--- config.mk ---
export PLATFORM = sky130hd
export DESIGN_NAME = rob_mc
export DESIGN_NICKNAME = d
export VERILOG_FILES = /design/src/rtl/rob_mc_pkg.sv /design/src/rtl/rob_mc_commit_sel.sv /design/src/rtl/rob_mc.sv
export SDC_FILE = /design/constraint.sdc
export NUM_CORES = 2
export LEC_CHECK = 0
export CORE_AREA = 2 2 377 379
export DETAILED_ROUTE_END_ITERATION = 8
export DIE_AREA = 0 0 379 381
export PLACE_DENSITY = 0.8
export SLEW_MARGIN = 40
export SYNTH_ARGS = -nofsm -noshare
export SYNTH_HDL_FRONTEND = slang
export SYNTH_SLANG_ARGS = --single-unit
--- constraint.sdc ---
create_clock -name clk_in -period 6.56 [get_ports clk_in]
set_input_delay 1.64 -clock clk_in [delete_from_list [all_inputs] [get_ports clk_in]]
set_output_delay 1.64 -clock clk_in [all_outputs]
set_load 0.02 [all_outputs]
--- src/rtl/rob_mc_pkg.sv ---
// Shared definitions for the multi-commit reorder buffer.
//   - rob_type_e : entry type codes (bit 1 set means the entry writes rd)
//   - ROB_DEPTH_DEF : default number of entries
//   - rob_slot_t : per-slot flags handed to the commit selector
//   - writes_rd() : helper deciding whether a type updates the regfile
package rob_mc_pkg;

  typedef enum logic [1:0] {
    T_BR  = 2'b00,
    T_ST  = 2'b01,
    T_RD  = 2'b10,
    T_RDJ = 2'b11
  } rob_type_e;

  localparam int unsigned ROB_DEPTH_DEF = 16;

  typedef struct packed {
    logic      busy;
    logic      ready;
    rob_type_e typ;
    logic      pred_jmp;
    logic      res0;      // val[0] = resolved branch outcome
  } rob_slot_t;

  function automatic logic writes_rd(input rob_type_e t);
    return (t == T_RD) || (t == T_RDJ);
  endfunction

endpackage

--- src/rtl/rob_mc_commit_sel.sv ---
// Commit slot selection for the reorder buffer.
//   head_slot/next_slot : flags of entry[head] and entry[head+1]
//   rdy, flush          : global stall and flush-in-progress
//   valid               : per-slot commit enable (bit 1 only when COMMIT_W=2)
//   store               : a store commits this cycle
//   br_valid, br_slot   : a branch commits, and in which slot
//   mispredict          : the committing branch disagrees with its prediction
module rob_commit_sel
  import rob_mc_pkg::*;
#(
  parameter int unsigned COMMIT_W = 2
) (
  input  rob_slot_t  head_slot,
  input  rob_slot_t  next_slot,
  input  logic       rdy,
  input  logic       flush,
  output logic [1:0] valid,
  output logic       store,
  output logic       br_valid,
  output logic       br_slot,
  output logic       mispredict
);

  logic br0, br1;

  always_comb begin
    valid      = '0;
    valid[0]   = head_slot.busy && head_slot.ready && rdy && !flush;
    // Second slot never follows a branch (one resolution per cycle) and
    // never pairs two stores (the LSB retires one store per cycle).
    if (COMMIT_W == 2) begin
      valid[1] = valid[0] && next_slot.busy && next_slot.ready
                 && (head_slot.typ != T_BR)
                 && !((head_slot.typ == T_ST) && (next_slot.typ == T_ST));
    end
    br0        = valid[0] && (head_slot.typ == T_BR);
    br1        = valid[1] && (next_slot.typ == T_BR);
    store      = (valid[0] && (head_slot.typ == T_ST)) ||
                 (valid[1] && (next_slot.typ == T_ST));
    br_valid   = br0 || br1;
    br_slot    = !br0;
    mispredict = 1'b0;
    if (br0)      mispredict = head_slot.res0 != head_slot.pred_jmp;
    else if (br1) mispredict = next_slot.res0 != next_slot.pred_jmp;
  end

endmodule

--- src/rtl/rob_mc.sv ---
// Parametrised reorder buffer with N writeback ports and up to two
// in-order commits per cycle. Occupancy is tracked by a counter so all
// DEPTH entries are usable.
//   issue_*            : allocation at tail (alloc_id), issue_ready backpressure
//   wb_*               : flattened writeback ports (WB_PORTS x id/value)
//   commit_*           : per-slot commit strobes and data, commit_store to LSB
//   br_*               : committed branch info for the predictor
//   flush, flush_pc    : registered one-cycle mispredict redirect
//   q_id/q_avail/q_val : two operand lookups with same-cycle writeback bypass
//   head_id, count     : oldest entry and occupancy
module rob_mc
  import rob_mc_pkg::*;
#(
  parameter int unsigned DEPTH    = ROB_DEPTH_DEF,
  parameter int unsigned IDX_W    = $clog2(DEPTH),
  parameter int unsigned WB_PORTS = 2,
  parameter int unsigned COMMIT_W = 2
) (
  input  logic                      clk_in,
  input  logic                      rst_n_in,
  input  logic                      rdy_in,
  input  logic                      issue_valid,
  output logic                      issue_ready,
  input  logic [1:0]                issue_type,
  input  logic [31:0]               issue_pc,
  input  logic [4:0]                issue_rd,
  input  logic                      issue_done,
  input  logic [31:0]               issue_result,
  input  logic                      issue_pred_jmp,
  input  logic [31:0]               issue_alt_pc,
  output logic [IDX_W-1:0]          alloc_id,
  input  logic [WB_PORTS-1:0]       wb_valid,
  input  logic [WB_PORTS*IDX_W-1:0] wb_id,
  input  logic [WB_PORTS*32-1:0]    wb_val,
  output logic [IDX_W-1:0]          head_id,
  output logic [IDX_W:0]            count,
  output logic [COMMIT_W-1:0]       commit_valid,
  output logic [COMMIT_W*5-1:0]     commit_rd,
  output logic [COMMIT_W*32-1:0]    commit_val,
  output logic [COMMIT_W*IDX_W-1:0] commit_id,
  output logic                      commit_store,
  output logic                      br_valid,
  output logic [7:0]                br_pc_part,
  output logic                      br_taken,
  output logic                      flush,
  output logic [31:0]               flush_pc,
  input  logic [2*IDX_W-1:0]        q_id,
  output logic [1:0]                q_avail,
  output logic [63:0]               q_val
);

  logic [IDX_W-1:0] head, tail, head1, br_id;
  logic [IDX_W:0]   cnt, n_commit;
  logic [DEPTH-1:0] busy, ready, pred_q;
  rob_type_e        typ_q [DEPTH];
  logic [4:0]       rd_q  [DEPTH];
  logic [31:0]      val_q [DEPTH];
  logic [31:0]      alt_q [DEPTH];
  logic [31:0]      pc_q  [DEPTH];
  logic             flush_q;
  logic [31:0]      flush_pc_q;

  rob_slot_t  s0, s1;
  logic [1:0] sel_valid;
  logic       sel_store, sel_br, sel_br_slot, mispredict;
  logic       do_issue, wb_conflict;

  assign head1       = head + IDX_W'(1);
  assign issue_ready = (cnt != (IDX_W+1)'(DEPTH)) && !flush_q;
  assign do_issue    = issue_valid && issue_ready && rdy_in;
  assign n_commit    = (IDX_W+1)'(sel_valid[0]) + (IDX_W+1)'(sel_valid[1]);
  assign alloc_id    = tail;
  assign head_id     = head;
  assign count       = cnt;
  assign flush       = flush_q;
  assign flush_pc    = flush_pc_q;

  always_comb begin
    s0 = '{busy: busy[head], ready: ready[head], typ: typ_q[head],
           pred_jmp: pred_q[head], res0: val_q[head][0]};
    s1 = '{busy: busy[head1], ready: ready[head1], typ: typ_q[head1],
           pred_jmp: pred_q[head1], res0: val_q[head1][0]};
  end

  rob_commit_sel #(.COMMIT_W(COMMIT_W)) u_sel (
    .head_slot  (s0),
    .next_slot  (s1),
    .rdy        (rdy_in),
    .flush      (flush_q),
    .valid      (sel_valid),
    .store      (sel_store),
    .br_valid   (sel_br),
    .br_slot    (sel_br_slot),
    .mispredict (mispredict)
  );

  always_ff @(posedge clk_in) begin
    if (!rst_n_in) begin
      head       <= '0;
      tail       <= '0;
      cnt        <= '0;
      busy       <= '0;
      ready      <= '0;
      flush_q    <= 1'b0;
      flush_pc_q <= '0;
    end else if (rdy_in) begin
      if (flush_q) begin
        head    <= '0;
        tail    <= '0;
        cnt     <= '0;
        busy    <= '0;
        ready   <= '0;
        flush_q <= 1'b0;
      end else begin
        // Later ports overwrite earlier ones on a collision.
        for (int unsigned p = 0; p < WB_PORTS; p++) begin
          if (wb_valid[p] && busy[wb_id[p*IDX_W +: IDX_W]]) begin
            ready[wb_id[p*IDX_W +: IDX_W]] <= 1'b1;
            val_q[wb_id[p*IDX_W +: IDX_W]] <= wb_val[p*32 +: 32];
          end
        end
        // Commit clears after writeback so a late result to a retiring
        // entry cannot resurrect it.
        if (sel_valid[0]) begin
          busy[head]  <= 1'b0;
          ready[head] <= 1'b0;
        end
        if (sel_valid[1]) begin
          busy[head1]  <= 1'b0;
          ready[head1] <= 1'b0;
        end
        if (do_issue) begin
          busy[tail]   <= 1'b1;
          ready[tail]  <= issue_done;
          typ_q[tail]  <= rob_type_e'(issue_type);
          rd_q[tail]   <= issue_rd;
          val_q[tail]  <= issue_result;
          pred_q[tail] <= issue_pred_jmp;
          alt_q[tail]  <= issue_alt_pc;
          pc_q[tail]   <= issue_pc;
        end
        if (mispredict) begin
          flush_q    <= 1'b1;
          flush_pc_q <= sel_br_slot ? alt_q[head1] : alt_q[head];
        end
        head <= head + n_commit[IDX_W-1:0];
        tail <= tail + IDX_W'(do_issue);
        cnt  <= cnt + (IDX_W+1)'(do_issue) - n_commit;
      end
    end
  end

  always_comb begin
    logic [IDX_W-1:0] sid;
    sid          = '0;
    commit_valid = sel_valid[COMMIT_W-1:0];
    commit_rd    = '0;
    commit_val   = '0;
    commit_id    = '0;
    for (int unsigned k = 0; k < COMMIT_W; k++) begin
      sid = (k == 0) ? head : head1;
      if (sel_valid[k]) begin
        commit_id[k*IDX_W +: IDX_W] = sid;
        commit_rd[k*5 +: 5]         = writes_rd(typ_q[sid]) ? rd_q[sid] : 5'd0;
        commit_val[k*32 +: 32]      = val_q[sid];
      end
    end
    commit_store = sel_store;
    br_valid     = sel_br;
    br_id        = sel_br_slot ? head1 : head;
    br_pc_part   = sel_br ? pc_q[br_id][8:1] : 8'd0;
    br_taken     = sel_br && val_q[br_id][0];
  end

  // Stored value has priority; otherwise the lowest-index matching port.
  always_comb begin
    logic [IDX_W-1:0] qi;
    logic             hit;
    logic [31:0]      bv;
    qi      = '0;
    hit     = 1'b0;
    bv      = '0;
    q_avail = '0;
    q_val   = '0;
    for (int unsigned i = 0; i < 2; i++) begin
      qi  = q_id[i*IDX_W +: IDX_W];
      hit = 1'b0;
      bv  = '0;
      for (int unsigned p = 0; p < WB_PORTS; p++) begin
        if (!hit && wb_valid[p] && (wb_id[p*IDX_W +: IDX_W] == qi)) begin
          hit = 1'b1;
          bv  = wb_val[p*32 +: 32];
        end
      end
      q_avail[i]       = ready[qi] || hit;
      q_val[i*32 +: 32] = ready[qi] ? val_q[qi] : bv;
    end
  end

  always_comb begin
    wb_conflict = 1'b0;
    for (int unsigned a = 0; a < WB_PORTS; a++) begin
      for (int unsigned b = a + 1; b < WB_PORTS; b++) begin
        if (wb_valid[a] && wb_valid[b] &&
            (wb_id[a*IDX_W +: IDX_W] == wb_id[b*IDX_W +: IDX_W]))
          wb_conflict = 1'b1;
      end
    end
  end

  // Two ports targeting one entry in the same cycle is a protocol error.
  always_ff @(posedge clk_in) begin
    if (rst_n_in && rdy_in) assert (!wb_conflict);
  end

endmodule
# Yosys cells after proc, flatten, opt, wreduce, memory -nomap -nowiden
# Memory sizes are Yosys's and may differ from the RTL's. A register that Yosys moved wholly into a read port is not among the register bits.
# Index checks and enable logic that the tools add are counted.
[totals] register_bits=94 ramBits=1648 input_bits=191 output_inout_bits=208 wordCells=209 n_memories=5
[mem_list] memory="alt_q" words=16 width=32 read_ports=2 rd_clocked_by_memory_dff=1 write_ports=1 line_no="rob_mc.sv:58" source="logic [31:0] alt_q [DEPTH];"
[mem_list] memory="pc_q" words=16 width=32 read_ports=1 rd_clocked_by_memory_dff=0 write_ports=1 line_no="rob_mc.sv:59" source="logic [31:0] pc_q [DEPTH];"
[mem_list] memory="val_q" words=16 width=32 read_ports=5 rd_clocked_by_memory_dff=1 write_ports=3 line_no="rob_mc.sv:57" source="logic [31:0] val_q [DEPTH];"
[mem_list] memory="rd_q" words=16 width=5 read_ports=2 rd_clocked_by_memory_dff=1 write_ports=1 line_no="rob_mc.sv:56" source="logic [4:0] rd_q [DEPTH];"
[mem_list] memory="typ_q" words=16 width=2 read_ports=2 rd_clocked_by_memory_dff=1 write_ports=1 line_no="rob_mc.sv:55" source="rob_type_e typ_q [DEPTH];"
[classes] n_addsub=6 magnitude_cmp=12 eq_ne=13 mux=111 bitwise=10 reduce_logical=44
[ops] cell="16-bit two-way mux" n=28
[ops] cell="32-bit two-way mux" n=9
[ops] cell="16-bit AND" n=4
[ops] cell="4-bit two-way mux" n=13
[ops] cell="16-bit bitwise OR" n=3
[ops] cell="1-bit binary-select mux with 4-bit select" n=10
[ops] cell="1-bit two-way mux" n=38
[ops] cell="4-bit by 5-bit less-than comparator with 1-bit output (second input constant)" n=7
[ops] cell="16-bit bitwise mux" n=2
[ops] cell="16-bit NOT" n=2
[ops] cell="1-bit logical AND" n=29
[ops] cell="5-bit two-way mux" n=5
[ops] cell="1-bit demux with 4-bit select" n=5
[ops] cell="4-bit by 1-bit greater-or-equal comparator with 1-bit output (second input constant)" n=5
[ops] cell="4-bit == test" n=4
[ops] cell="2-bit == test (second input constant)" n=4
[ops] cell="8-bit two-way mux" n=1
[ops] cell="1-bit logical OR" n=6
[ops] cell="5-bit by 1-bit adder with 5-bit output" n=1
[ops] cell="5-bit inequality test (second input constant)" n=1
[ops] cell="5-bit by 2-bit subtractor with 5-bit output" n=1
[ops] cell="4-bit by 1-bit adder with 4-bit output" n=1
[ops] cell="4-bit by 1-bit adder with 4-bit output (second input constant)" n=1
[ops] cell="4-bit by 2-bit adder with 4-bit output" n=1
[ops] cell="other kinds (9)" n=15

# Depth between registers and ports, before layout
[logic_depth] word_depth=27 mapped_depth=31 ltp_nobuf=23

# Modules after synthesis
# A second synthesis with hierarchy kept.
[unflattened] cells_unflattened=6136 hier_area_um2=84106.9
[modules_own_cells] mod="rob_mc" instances=1 cells_per_inst=6117 area_per_inst_um2=83984.3
[modules_own_cells] mod="rob_commit_sel" instances=1 cells_per_inst=19 area_per_inst_um2=122.6

# Worst setup path before layout
# Ideal clock, no wire load.
[synth_path] path_kind="reg-to-output" from="reg head[0] (netlist: head_id[0])" to="out commit_rd[5]" arrival_time_ns=4.565 path_slack_ns=0.355 path_stages_with_launch=19 n_path_buf=8 path_cell_list="dfxtp_1 > buf_4 > buf_4 > inv_1 > clkbuf_1 > clkbuf_1 > clkbuf_1 > ha_1 > buf_6 > mux4_2 > mux2_2 > o21ai_1 > o21ai_1 > a211o_1 > buf_4 > inv_2 > buf_2 > nand2_1 > a211oi_1"
[synth_between] elab_chain_len=10
[synth_lines] element="start: declaration" line_no="rob_mc.sv:52" source="logic [IDX_W-1:0] head, tail, head1, br_id;"
[synth_lines] element="start signal: assignment" line_no="rob_mc.sv:146" source="head <= head + n_commit[IDX_W-1:0];"
[synth_lines] element="branches (longest 8 deep; another with 4-bit by 1-bit adder with 4-bit output)"
[synth_lines] element="1-bit logical AND (*)" line_no="rob_mc_commit_sel.sv:34" source="&& !((head_slot.typ == T_ST) && (next_slot.typ == T_ST));"
[synth_lines] element="net commit_valid[1]" line_no="rob_mc.sv:37" source="output logic [COMMIT_W-1:0] commit_valid,"
[synth_lines] element="5-bit two-way mux (*)" line_no="rob_mc.sv:162" source="if (sel_valid[k]) begin"
[synth_lines] element="end: declaration" line_no="rob_mc.sv:38" source="output logic [COMMIT_W*5-1:0] commit_rd,"
# Mark *: on every way through the listed nets, which the timed path passes. The select of a mux whose other input is x is not followed.

# Final worst setup path
[layout_path] from="reg head[1] (netlist: head_id[1])" to="out commit_val[47]"
[layout_between] elab_chain_len=10
[layout_lines] element="branches (longest 9 deep; another with 4-bit by 1-bit adder with 4-bit output)"
[layout_lines] element="32-bit two-way mux (*)" line_no="rob_mc.sv:162"
[layout_lines] element="end: declaration" line_no="rob_mc.sv:39" source="output logic [COMMIT_W*32-1:0] commit_val,"
# Every way passes the cells marked *. The select of a mux whose other input is x is not followed.

==> summary.md <==
| Metric | Value |
|---|---|
| Routed vias | 64389 |
| Initial detailed-routing violation count | 12435 |
| Hold depth | 2 |
| Die Wd | 379 um |
| Post-synthesis async set-or-reset flop share | 0 |
| Final Critical Period | 6.49 ns |
| Area of the multi-input gates | 41000 sq um |
| # IOs | 399 |
| Register area | 40100 sq um |
| Post-synth top area cell | edfxtp_1 |
| Critical path launch point type | register |
| Mapped Cells | 5973 |
| Detailed placement HPWL | 172 mm |
| WL final | ~310 mm |
| Largest net degree at the start of global routing | 130 |
| Cell Int Power | 15.0 mW |
| Top Family by Delay on Critical Path | buffers and inverters |
| Number of cells on the critical path | 13 |
| Synth Flop Type | edfxtp_1 |
| Post-synthesis cell area | 83900 sq um |
| Worst Hold End | count[3]$_SDFFE_PN0P_ |
| CTS tree | yes |
| Slew Limit Fails | 0 |
| Peak Freq | 0.154 GHz |
| Die area | 144000 sq um |
| Fin Setup TNS | 0 ns |
| Tightest Hold Check Type | register to register |
| Synth top area share | 0.458 |
| Most common cell after layout, fill and taps aside | edfxtp_1 |
| Antenna-violating nets left | 0 |
| P_sw | 4.67 mW |
| CP bufs+invs | 6 |
| Synth top area cells | edfxtp_1, mux4_2, mux2i_1, o21ai_0, nand2_1 |
| Max Cap Viol | 0 |
| Sequential share of power | 0.486 |
| Combinational power share | 0.069 |
| Tcrit/Tclk final | 0.990 |
| R2R setup slack | between 1 and 1.5 ns |
| Relative slew slack | 0.349 |
| Sink Count | 1362 |
| H-Tree Depth | 4 |
| Number of enable flip-flop cells after synthesis | 1280 |
| Mapped Nets | approximately 6200 |
| Routed WL per cell | 38.3 um |
| Cell Chain, Critical Path | buf_12, clkinvlp_4, ha_4, buf_4, mux4_2, mux2_2, o21ai_2, o21ai_1, a211o_2, buf_12, a311oi_2, buf_4, clkdlybuf4s50_1 |
| Kind of critical path | register to primary output |
| Seq/Total Area, Yosys | 0.478 |
| Setup Skew | 0.0391 ns |
| Switching share of power | 0.237 |
| Post-synth cell types | 63 |
| Layout Area Growth over Synthesis | 14.1% |
| Slew @ Worst Pin | 0.977 ns |
| Critical Path End Type | primary output |
| Die Y | 381 um |
| Vias in the first global route | roughly 63000 |
| Reg2reg start | head_id[1]$_SDFFE_PN0P_ |
| Clock network fraction of total power | 0.446 |
| First-pass GRT wire length | between 400 and 500 mm |
| Clk pin slew, worst setup/hold paths | 0.06 ns |
| Most frequent cells in the layout | edfxtp_1, mux4_2, nand2_1, o21ai_0, mux2i_1 |
| DRC | 0 |
| Pwr dens | approximately 210 nW/um^2 |
| Setup violators final | 0 |
| Buffer depth of the longest clock path | 3 |
| IO buf count | 374 |
| Ys Warns | 0 |
| Crit path DAT | 4.85 ns |
| Num rows | approximately 140 |
| Syn_area_per_cell | roughly 14 sq um |
| DRT Pass-1 Iters | 9 |
| Share of layout cells above drive strength 1 | 0.268 |
| Congestion Overflow GR | 0 |
| Worst Path Max Fanout | 33 |
| Crit-path max cell delay | 0.59 ns |
| Final Hold Vio Count | 0 |
| Cells on worst reg2reg path | 25 |
| Total GRT Usage | 0.422 |
| Worst Hold Launch | count[3]$_SDFFE_PN0P_ |
| Layout Nets | 6229 |
| Initial antenna violation count | 36 |
| Power Total | about 20 mW |
| Critical path's slowest cell | clkdlybuf4s50_1 |
| Leak Pwr | 28.3 nW |
| TritonCTS buffer count | around 150 |
| Synth Register Bits | approximately 1400 |
| Fill cell count | 9109 |
| Root Buffer | clkbuf_16 |
| Mean number of vias per cell | 7.99 |
| Starting Density | 0.597 |
| VDD IR-drop max | about 0.00028 V |
| Final Wtd Congestion | about 0.94 |
| Worst skew pair latency | ~0.85 ns |
| Worst endpoint required time | a little under 5 ns |
| RSZ-0062 raised after global routing | false |
| Core footprint | between 100000 and 150000 sq um |
| Finished Core Util | 0.681 |
| Reg2reg end | count[4]$_SDFFE_PN0P_ |
| Outcome | complete, no violations |
==> sequential cells by signal, indices dropped and copies added, names as in the netlist, 5 cells and up, named ones only <==
register,cells
alt_q,512
busy,16
count,5
flush_pc,32
pc_q,128
pred_q,16
rd_q,80
ready,16
typ_q,32
val_q,512
==> worst min-delay path: cells and delay by family (launching register included) <==
| kind | cells | cell delay (ns) |
|---|---|---|
| AOI/OAI and AO/OA | 1 | 0.06 |
| DFF | 1 | 0.32 |
| and+or+nand+nor | 1 | 0.06 |
==> how the worst max path moves through the flow <==
stage / start / to / slack, ns
4_1_cts: rdy_in / br_pc_part[3] / 0.007
3_3_place_gp: rdy_in / br_pc_part[6] / -0.14
5_1_grt: head_id[1]$_SDFFE_PN0P_ / commit_val[34] / 0.003
2_1_floorplan: head_id[0]$_SDFFE_PN0P_ / commit_rd[5] / 0.35
3_5_place_dp: rdy_in / br_pc_part[6] / -0.12
6_report: head_id[1]$_SDFFE_PN0P_ / commit_val[47] / 0.07
==> power by group through the flow <==
stage	clock, mW	combinational [mW]	sequential (mW)
after floorplan	0	0.810	9.74
after global placement	0	1.26	9.74
after detailed placement	0	1.31	9.74
after CTS	8.69	1.32	9.56
after global routing	9.02	1.41	9.56
final	8.77	1.35	9.56
==> area by class of cell <==
cell class	instances	share of cell area
Timing Repair Buffer	640	0.0722
Inverter	55	0.00281
Tap cell	1890	0.0247
Clock buffer	189	0.0417
Antenna cell	25	0.000654
Clock inverter	85	0.0105
Multi-Input combinational cell	3812	0.429
Sequential cell	1362	0.419
==> timing repair <==
action                     in CTS  in global routing
buffers inserted                6                  0
hold buffers                    0                  0
gates cloned                    0                  1
setup endpoints to repair      44                 39
pin swaps                       1                  1
resized for setup              31                 22
==> per-stage QoR <==
stage	cells	worst slack, ns	hold slack, ns	instance area (sq um)
after floorplan	5973	0.355	0.469	83900
after global placement	7738	-0.140	0.478	90100
after detailed placement	7746	-0.116	0.489	90300
after CTS	8026	0.00728	0.494	95400
after global routing	8053	0.00336	0.524	95700
final	8058	0.0683	0.494	95700
==> per-layer routing <==
layer	vias up	share of wire	GRT usage
li1	24227	-	-
met1	31358	0.30	0.520
met2	7072	0.45	0.625
met3	1706	0.17	0.153
met4	26	0.080	0.290
met5	-	0.00056	0.00101
==> cell usage after synthesis, drive strengths merged, types with 2 or more instances <==
| master | instances |
|---|---|
| nand3 | 37 |
| o22ai | 50 |
| xor2 | 15 |
| nor2 | 164 |
| xnor2 | 12 |
| o211ai | 8 |
| ha | 17 |
| buf | 281 |
| o21ai | 613 |
| nand4 | 6 |
| nand2b | 8 |
| a211oi | 96 |
| a21o | 2 |
| a221oi | 2 |
| a32oi | 11 |
| o221ai | 85 |
| o31ai | 3 |
| and4 | 2 |
| inv | 55 |
| fa | 2 |
| mux4 | 1025 |
| a31oi | 22 |
| and2 | 88 |
| mux2i | 572 |
| a22oi | 77 |
| dfxtp | 82 |
| a311oi | 32 |
| nor3 | 13 |
| nor2b | 11 |
| nor4 | 3 |
| a22o | 5 |
| edfxtp | 1280 |
| o22a | 9 |
| clkbuf | 463 |
| or3 | 6 |
| a311o | 2 |
| mux2 | 7 |
| nand2 | 669 |
| nand4bb | 3 |
| and3 | 11 |
| or2 | 5 |
| a21oi | 105 |
| or3b | 7 |
==> kinds of logic (layout without fill, tap and decap cells) <==
family          after synthesis  after routing  synth area share
xor+xnor                     27             27           0.00282
buf+inv                     799            969            0.0390
compound gates             1127           1127            0.0810
simple gates               1035           1035            0.0521
flops                      1362           1362             0.478
mux                        1604           1604             0.344
other cells                   0             25                 0
fa+ha+maj                    19             19           0.00301
(Power assumes the default switching activity.)
